`src/rtl/regfile_dump.sv`:
```
// Register-file dump sequencer: walks registers 0..NUM_REGS-1 through one synchronous
// read port and streams each 32-bit value as four little-endian bytes on a valid/ready port.
//
// state   | meaning
// --------+------------------------------------------------------------
// IDLE    | waiting for start; outputs quiet
// ISSUE   | rdAddr presents idx to the register file
// CAPTURE | rdData valid; load shift register, clear byte count
// SEND    | offer shift[7:0]; shift and count on each accepted byte
// DONE    | one-cycle done pulse, then back to IDLE
module regfile_dump #(
  parameter int NUM_REGS     = 32,
  parameter int READ_LATENCY = 1
) (
  input  logic        clk,
  input  logic        reset,
  input  logic        start,
  output logic [4:0]  rdAddr,
  input  logic [31:0] rdData,
  output logic [7:0]  txData,
  output logic        txValid,
  input  logic        txReady,
  output logic        busy,
  output logic        done
);

  if (READ_LATENCY != 1) begin : g_bad_latency
    $error("regfile_dump supports READ_LATENCY == 1 only");
  end
  if (NUM_REGS < 1 || NUM_REGS > 32) begin : g_bad_num_regs
    $error("regfile_dump NUM_REGS must be in 1..32");
  end

  localparam logic [4:0] LAST_IDX = 5'(NUM_REGS - 1);

  typedef enum logic [2:0] {
    S_IDLE,
    S_ISSUE,
    S_CAPTURE,
    S_SEND,
    S_DONE
  } state_t;

  state_t      state_q, state_d;
  logic [4:0]  idx_q, idx_d;
  logic [31:0] shift_q, shift_d;
  logic [1:0]  byte_cnt_q, byte_cnt_d;

  always_ff @(posedge clk) begin
    if (reset) begin
      state_q    <= S_IDLE;
      idx_q      <= '0;
      shift_q    <= '0;
      byte_cnt_q <= '0;
    end else begin
      state_q    <= state_d;
      idx_q      <= idx_d;
      shift_q    <= shift_d;
      byte_cnt_q <= byte_cnt_d;
    end
  end

  always_comb begin
    state_d    = state_q;
    idx_d      = idx_q;
    shift_d    = shift_q;
    byte_cnt_d = byte_cnt_q;
    case (state_q)
      S_IDLE: begin
        if (start) begin
          state_d = S_ISSUE;
          idx_d   = '0;
        end
      end
      S_ISSUE: begin
        state_d = S_CAPTURE;
      end
      S_CAPTURE: begin
        shift_d    = rdData;
        byte_cnt_d = '0;
        state_d    = S_SEND;
      end
      S_SEND: begin
        if (txReady) begin
          shift_d    = shift_q >> 8;
          byte_cnt_d = byte_cnt_q + 2'd1;
          if (byte_cnt_q == 2'd3) begin
            if (idx_q == LAST_IDX) begin
              state_d = S_DONE;
            end else begin
              idx_d   = idx_q + 5'd1;
              state_d = S_ISSUE;
            end
          end
        end
      end
      S_DONE: begin
        // park the read address at 0 so an idle port looks like a fresh reset
        idx_d   = '0;
        state_d = S_IDLE;
      end
      default: begin
        state_d = S_IDLE;
      end
    endcase
  end

  // idx is already registered, so it doubles as the read address
  assign rdAddr  = idx_q;
  assign txData  = shift_q[7:0];
  assign txValid = (state_q == S_SEND);
  assign busy    = (state_q != S_IDLE);
  assign done    = (state_q == S_DONE);

  a_tx_hold : assert property (@(posedge clk)
    (!reset && !$past(reset) && $past(txValid && !txReady))
      |-> (txValid && (txData == $past(txData))))
    else $error("txValid/txData changed while stalled");

endmodule

```
`config.mk`:
```
export PLATFORM = sky130hd
export DESIGN_NAME = regfile_dump
export DESIGN_NICKNAME = d
export VERILOG_FILES = /design/src/rtl/regfile_dump.sv
export SDC_FILE = /design/constraint.sdc
export NUM_CORES = 1
export LEC_CHECK = 0
export BUFFER_PORTS_ARGS = -buffer_cell sky130_fd_sc_hd__buf_4
export CORE_UTILIZATION = 48
export CTS_BUF_LIST = sky130_fd_sc_hd__clkbuf_16
export CTS_CLUSTER_DIAMETER = 120
export DETAILED_ROUTE_END_ITERATION = 8
export PLACE_DENSITY = 0.83
export SLEW_MARGIN = 15
export SYNTH_ARGS = -nofsm -noshare
export SYNTH_HDL_FRONTEND = slang
export SYNTH_SLANG_ARGS = --single-unit
```
`constraint.sdc`:
```
create_clock -name clk -period 1.7 [get_ports clk]
set_input_delay 0.085 -clock clk [delete_from_list [all_inputs] [get_ports clk]]
set_output_delay 0.085 -clock clk [all_outputs]
set_load 0.02 [all_outputs]
```
# Yosys cells after proc, flatten, opt, wreduce, memory -nomap -nowiden
# Cells that the tools add are included.
# word_totals
word_cells,37
in_bits,36
regBits,42
output_inout_bits,16
# op_classes
n_reduce_logical,7
mux,14
n_eq_ne,10
add_sub_neg,2
# ops
cell,n
$pmux 32 s2,1
$mux 32,1
$mux 5,4
$pmux 5 s3,1
$mux 3,4
$pmux 3 s4,1
$eq 3x2->1 const B,2
$reduce_bool 3->1,2
$add 5x1->5 const B,1
$eq 5x5->1 const B,1
$reduce_and 5->1,1
$ne 2x1->1 const B,2
$ne 2x2->1 const B,2
$pmux 2 s2,1
$eq 3x1->1 const B,1
$eq 3x3->1 const B,1
$logic_not 3->1,1
$reduce_and 3->1,1
$add 2x1->2 const B,1
$eq 2x2->1 const B,1
$mux 2,1
$reduce_and 2->1,1
$reduce_bool 2->1,1

# Longest topological paths before layout
# logic_depth
word_depth,5
mapped_depth,6
mapped_depth_nobuf,6

# Worst setup path after synthesis
# Ideal clock, no wire load.
# synth_path
path_type,register to register
startpoint,"register idx_q[0], in the netlist rdAddr[0]"
endpoint,"register idx_q[0], in the netlist rdAddr[0]"
path_buffers,0
required_time_ns,1.584
t_arrival_ns,1.670
path_slack_ns,-0.086
setup_time_ns,0.116
synth_period_minus_slack_ns,1.786
path_stages_with_launch,7
path_cell_list,dfxtp_1 ha_1 and3_1 ha_1 nor3b_1 a2bb2oi_1 a31o_1
# synth_via
elab_chain_len,5
word_cells_on_any_way,8
classes_between,add/sub (1); eq/ne (2); mux (4); reduce/logical (1)
# synth_rtl
element,line,text
start: declaration,45,"logic [4:0] idx_q, idx_d;"
start signal: assignment,57,idx_q <= idx_d;
$add 5x1->5,91,idx_d = idx_q + 5'd1;
$mux 5,88,if (idx_q == LAST_IDX) begin
$mux 5,87,if (byte_cnt_q == 2'd3) begin
$mux 5,84,if (txReady) begin
$pmux 5 s3,68,case (state_q)
# Several ways; a longest one is shown, not always the timed one. The select of a mux whose other input is x is not followed.
# A chain may end at the register's enable or synchronous reset.

# Worst setup path after layout
# layout_path
startpoint,"register idx_q[1], in the netlist rdAddr[1]"
endpoint,"register idx_q[3], in the netlist rdAddr[3]"
# The elaborated chain is that of the path after synthesis.

==> results.md <==
* Run status: finished clean
* Final WS setup at 0.0285 ns
* Hold path depth at 3
* Total CTS buffers at 5
* CTS tree: done
* Area leader, netlist: dfxtp_1
* First-pass GRT wire length at 7.96 mm
* Initial antenna violation count at 0
* Detailed placer's ending HPWL at 3.09 mm
* R2R Setup Slk at 0.03 ns
* Gpl congestion at 0.821
* PD cells at 899 nW/um2
* Synth Flop Type: dfxtp_1
* Hold_buf cts at 0
* NumNets Final at 324
* Setup Crit Path Kind: reg -> reg
* Largest net degree at the start of global routing at 46
* Area Growth Syn to Fin at 22.2%
* Max Cap Viol at 0
* Grt ovf at 0
* H-Tree Depth at 2
* Worst reg-to-reg path cell count at 6
* Post-synthesis sequential area ratio at 0.378
* CP startpoint kind: register
* Sequential share of power at 0.447
* Post-synthesis instance total at 250
* Reg2reg start: rdAddr[1]
* Vias in the first global route at 1752
* Std-Cell Rows at 24
* ANT nets after route at 0
* Synthesized flop and latch total at 42
* Most frequent CP cell: ha_4
* Critical-path cell list: ha_4 -> and3_4 -> ha_4 -> or3b_4 -> o22ai_2 -> o221ai_1
* Lkg Pwr at 0.00108 uW
* Top Family by Delay on Critical Path: simple AND/OR/NAND/NOR gates
* Syn avg cell area at 8.91 um2
* Drt wl/cell at 14.3 um
* Max Used Layer: met4
* Synth Net Count at 289
* Diode count at 0
* Die area at 4920 um2
* Root Buffer: clkbuf_16
* Worst slew pin tran at 0.587 ns
* CTS max path bufs at 2
* P_int at 1790 uW
* I/O pin cnt at 52
* Max Slew Vio Count at 0
* Worst path max stage delay at 0.40 ns
* Core Box Area at 4410 um2
* Worst path bufs/invs at 0
* Max transition margin at 0.609
* Combinational group share of total power at 0.180
* Hold Crit Class: in -> reg
* Post-route DRC at 0
* Share of layout cells above drive strength 1 at 0.360
* Hold endpoint: shift_q[24]
* Arr. time, crit path at 1.82 ns
* Met2 WL post-DR at 2.25 mm
* Tcrit/Tclk final at 0.983
* Register clock-pin slew on the reported worst setup and hold paths at 0.06 ns
* Synth top area share at 0.378
* Worst-Skew Late Latency at 0.28 ns
* DRT iter0 DRCs at 163
* Worst path slowest cell: or3b_4
* Number of port buffers at 51
* Drt first pass iters at 4
* HP Start: rdData[24]
* Die Wd at 70.1 um
* Area contributors post-synth: dfxtp_1 38%, a311oi_2 16%, nand2_1 10%
* Worst Setup End Kind: register
* Post-synth ARST share at 0
* Die Y at 70.1 um
* Min Clock Period, post-route at 1.67 ns
* Synth cell types at 37
* DR vias at 1910
* CP Max Fanout at 4
* Post-CTS setup buffer count at 0
* Wire length on met1 at 2.23 mm
* Clk pwr share at 0.374
* Setup Viol. Count Final at 0
* Gr usage total at 0.197
* Post-synth EDFFs at 0
* Initial Utilization at 0.505
* Max Freq at 0.598 GHz
* Layout Skew at 0.00659 ns
* Drt total wl at 4.82 mm
* Reg-to-reg endpoint: rdAddr[3]
* Worst vdd ir at 696 uV
* Worst Path Required at 1.85 ns
* Ys Warns at 0
* Synthesized cell area at 2230 um2
* Power Total at 2450 uW
* Net load switching power at 655 uW
* Vias per cell at 5.65
* Unrepaired setup endpoints after global routing: false
* Sw frac at 0.268
* Clock sink total at 42
* Final Hold Vio Count at 0
* Post-place setup slack at -0.0252 ns
* Met3 wire length at 255 um
metal layers:
metal / up-vias / GRT usage
met4: 0 / 0.0689
li1: 955 / -
met2: 66 / 0.310
met3: 8 / 0.0519
met5: - / 0
met1: 881 / 0.261
flip-flops by register name, summed over array words and instances, names as in the netlist:
name,count
shift_q,32
byte_cnt_q,2
state_q,3
rdAddr,5
how the worst max path moves through the flow:
stage / to / startpoint / cells after the start
2_1_floorplan: rdAddr[3] / rdAddr[0] / 6
3_3_place_gp: rdAddr[3] / rdAddr[1] / 6
3_5_place_dp: rdAddr[3] / rdAddr[1] / 6
4_1_cts: rdAddr[3] / rdAddr[1] / 6
5_1_grt: rdAddr[3] / rdAddr[1] / 6
6_report: rdAddr[3] / rdAddr[1] / 6
cell type report:
type,instances,area [um2]
Fill cell,356,1690
Inverter,3,12.5
Clock inverter,3,17.5
Clock buffer,5,125
Multi-Input combinational cell,174,1200
Tap cell,52,65.1
Timing Repair Buffer,59,455
Sequential cell,42,843
cell usage in the layout, fill, tap and decap left out, drive strengths merged, types with 2 or more instances in the layout:
| cell type | Yosys | final |
|---|---|---|
| nand2b | 5 | 5 |
| ha | 3 | 3 |
| a311oi | 24 | 24 |
| nor2 | 4 | 4 |
| buf | 26 | 59 |
| nand2 | 60 | 60 |
| o221ai | 2 | 2 |
| and3 | 2 | 2 |
| nor3b | 2 | 2 |
| nand3b | 5 | 5 |
| nor2b | 2 | 2 |
| o21ai | 11 | 11 |
| a21oi | 36 | 36 |
| or3b | 2 | 2 |
| inv | 2 | 3 |
| mux2i | 2 | 2 |
| dfxtp | 42 | 42 |
| clkinv | 1 | 3 |
| clkbuf | 5 | 5 |
| nand3 | 3 | 3 |
| or3 | 2 | 2 |
metrics by stage:
stage / TNS [ns] / hold WS, ns / util / std cells / instance area, um2
after floorplan: 0 / 0.208 / - / 250 / 2240
after global placement: 0 / 0.346 / 0.575 / 330 / 2540
after detailed placement: -0.0352 / 0.351 / 0.575 / 330 / 2540
after CTS: 0 / 0.0542 / 0.613 / 338 / 2710
after global routing: 0 / 0.0629 / 0.617 / 338 / 2720
final: 0 / 0.0622 / 0.617 / 338 / 2720
worst register-to-register path: cells and delay by family (launching register included):
family                     cells  cell delay, ns
DFF                            1            0.35
AOI/OAI and AO/OA              2            0.28
adders and majority gates      2            0.34
and+or+nand+nor                2            0.58
cells by family (layout without fill, tap and decap cells):
kind of cell    Yosys count  in the layout  share of synthesized area
simple gates             92             92                      0.203
buf+inv                  34             70                      0.107
fa+ha+maj                 3              3                     0.0169
compound gates           77             77                      0.286
mux                       2              2                    0.00899
flops                    42             42                      0.378
timing repair:
| action | 4_1_cts | 5_1_grt |
|---|---|---|
| endpoints found under the hold margin | 0 | 0 |
| resized for setup | 4 | 2 |
| pin swaps | 1 | 0 |
| setup endpoints to repair | 3 | 3 |
power by group through the flow:
stage	sequential, uW	combinational (uW)	clock (uW)
2_1_floorplan	1100	349	0
4_1_cts	1090	438	928
3_3_place_gp	1110	429	0
3_5_place_dp	1110	435	0
5_1_grt	1100	477	976
6_report	1090	440	915
Yosys cell counts, drive strengths merged (2+ instances only):
library cell,instances
nand3,3
nand3b,5
nor2b,2
dfxtp,42
clkbuf,5
mux2i,2
and3,2
or3,2
a311oi,24
or3b,2
inv,2
nand2b,5
buf,26
nor2,4
nand2,60
ha,3
nor3b,2
o221ai,2
a21oi,36
o21ai,11
Power figures use the tool's default switching activity.
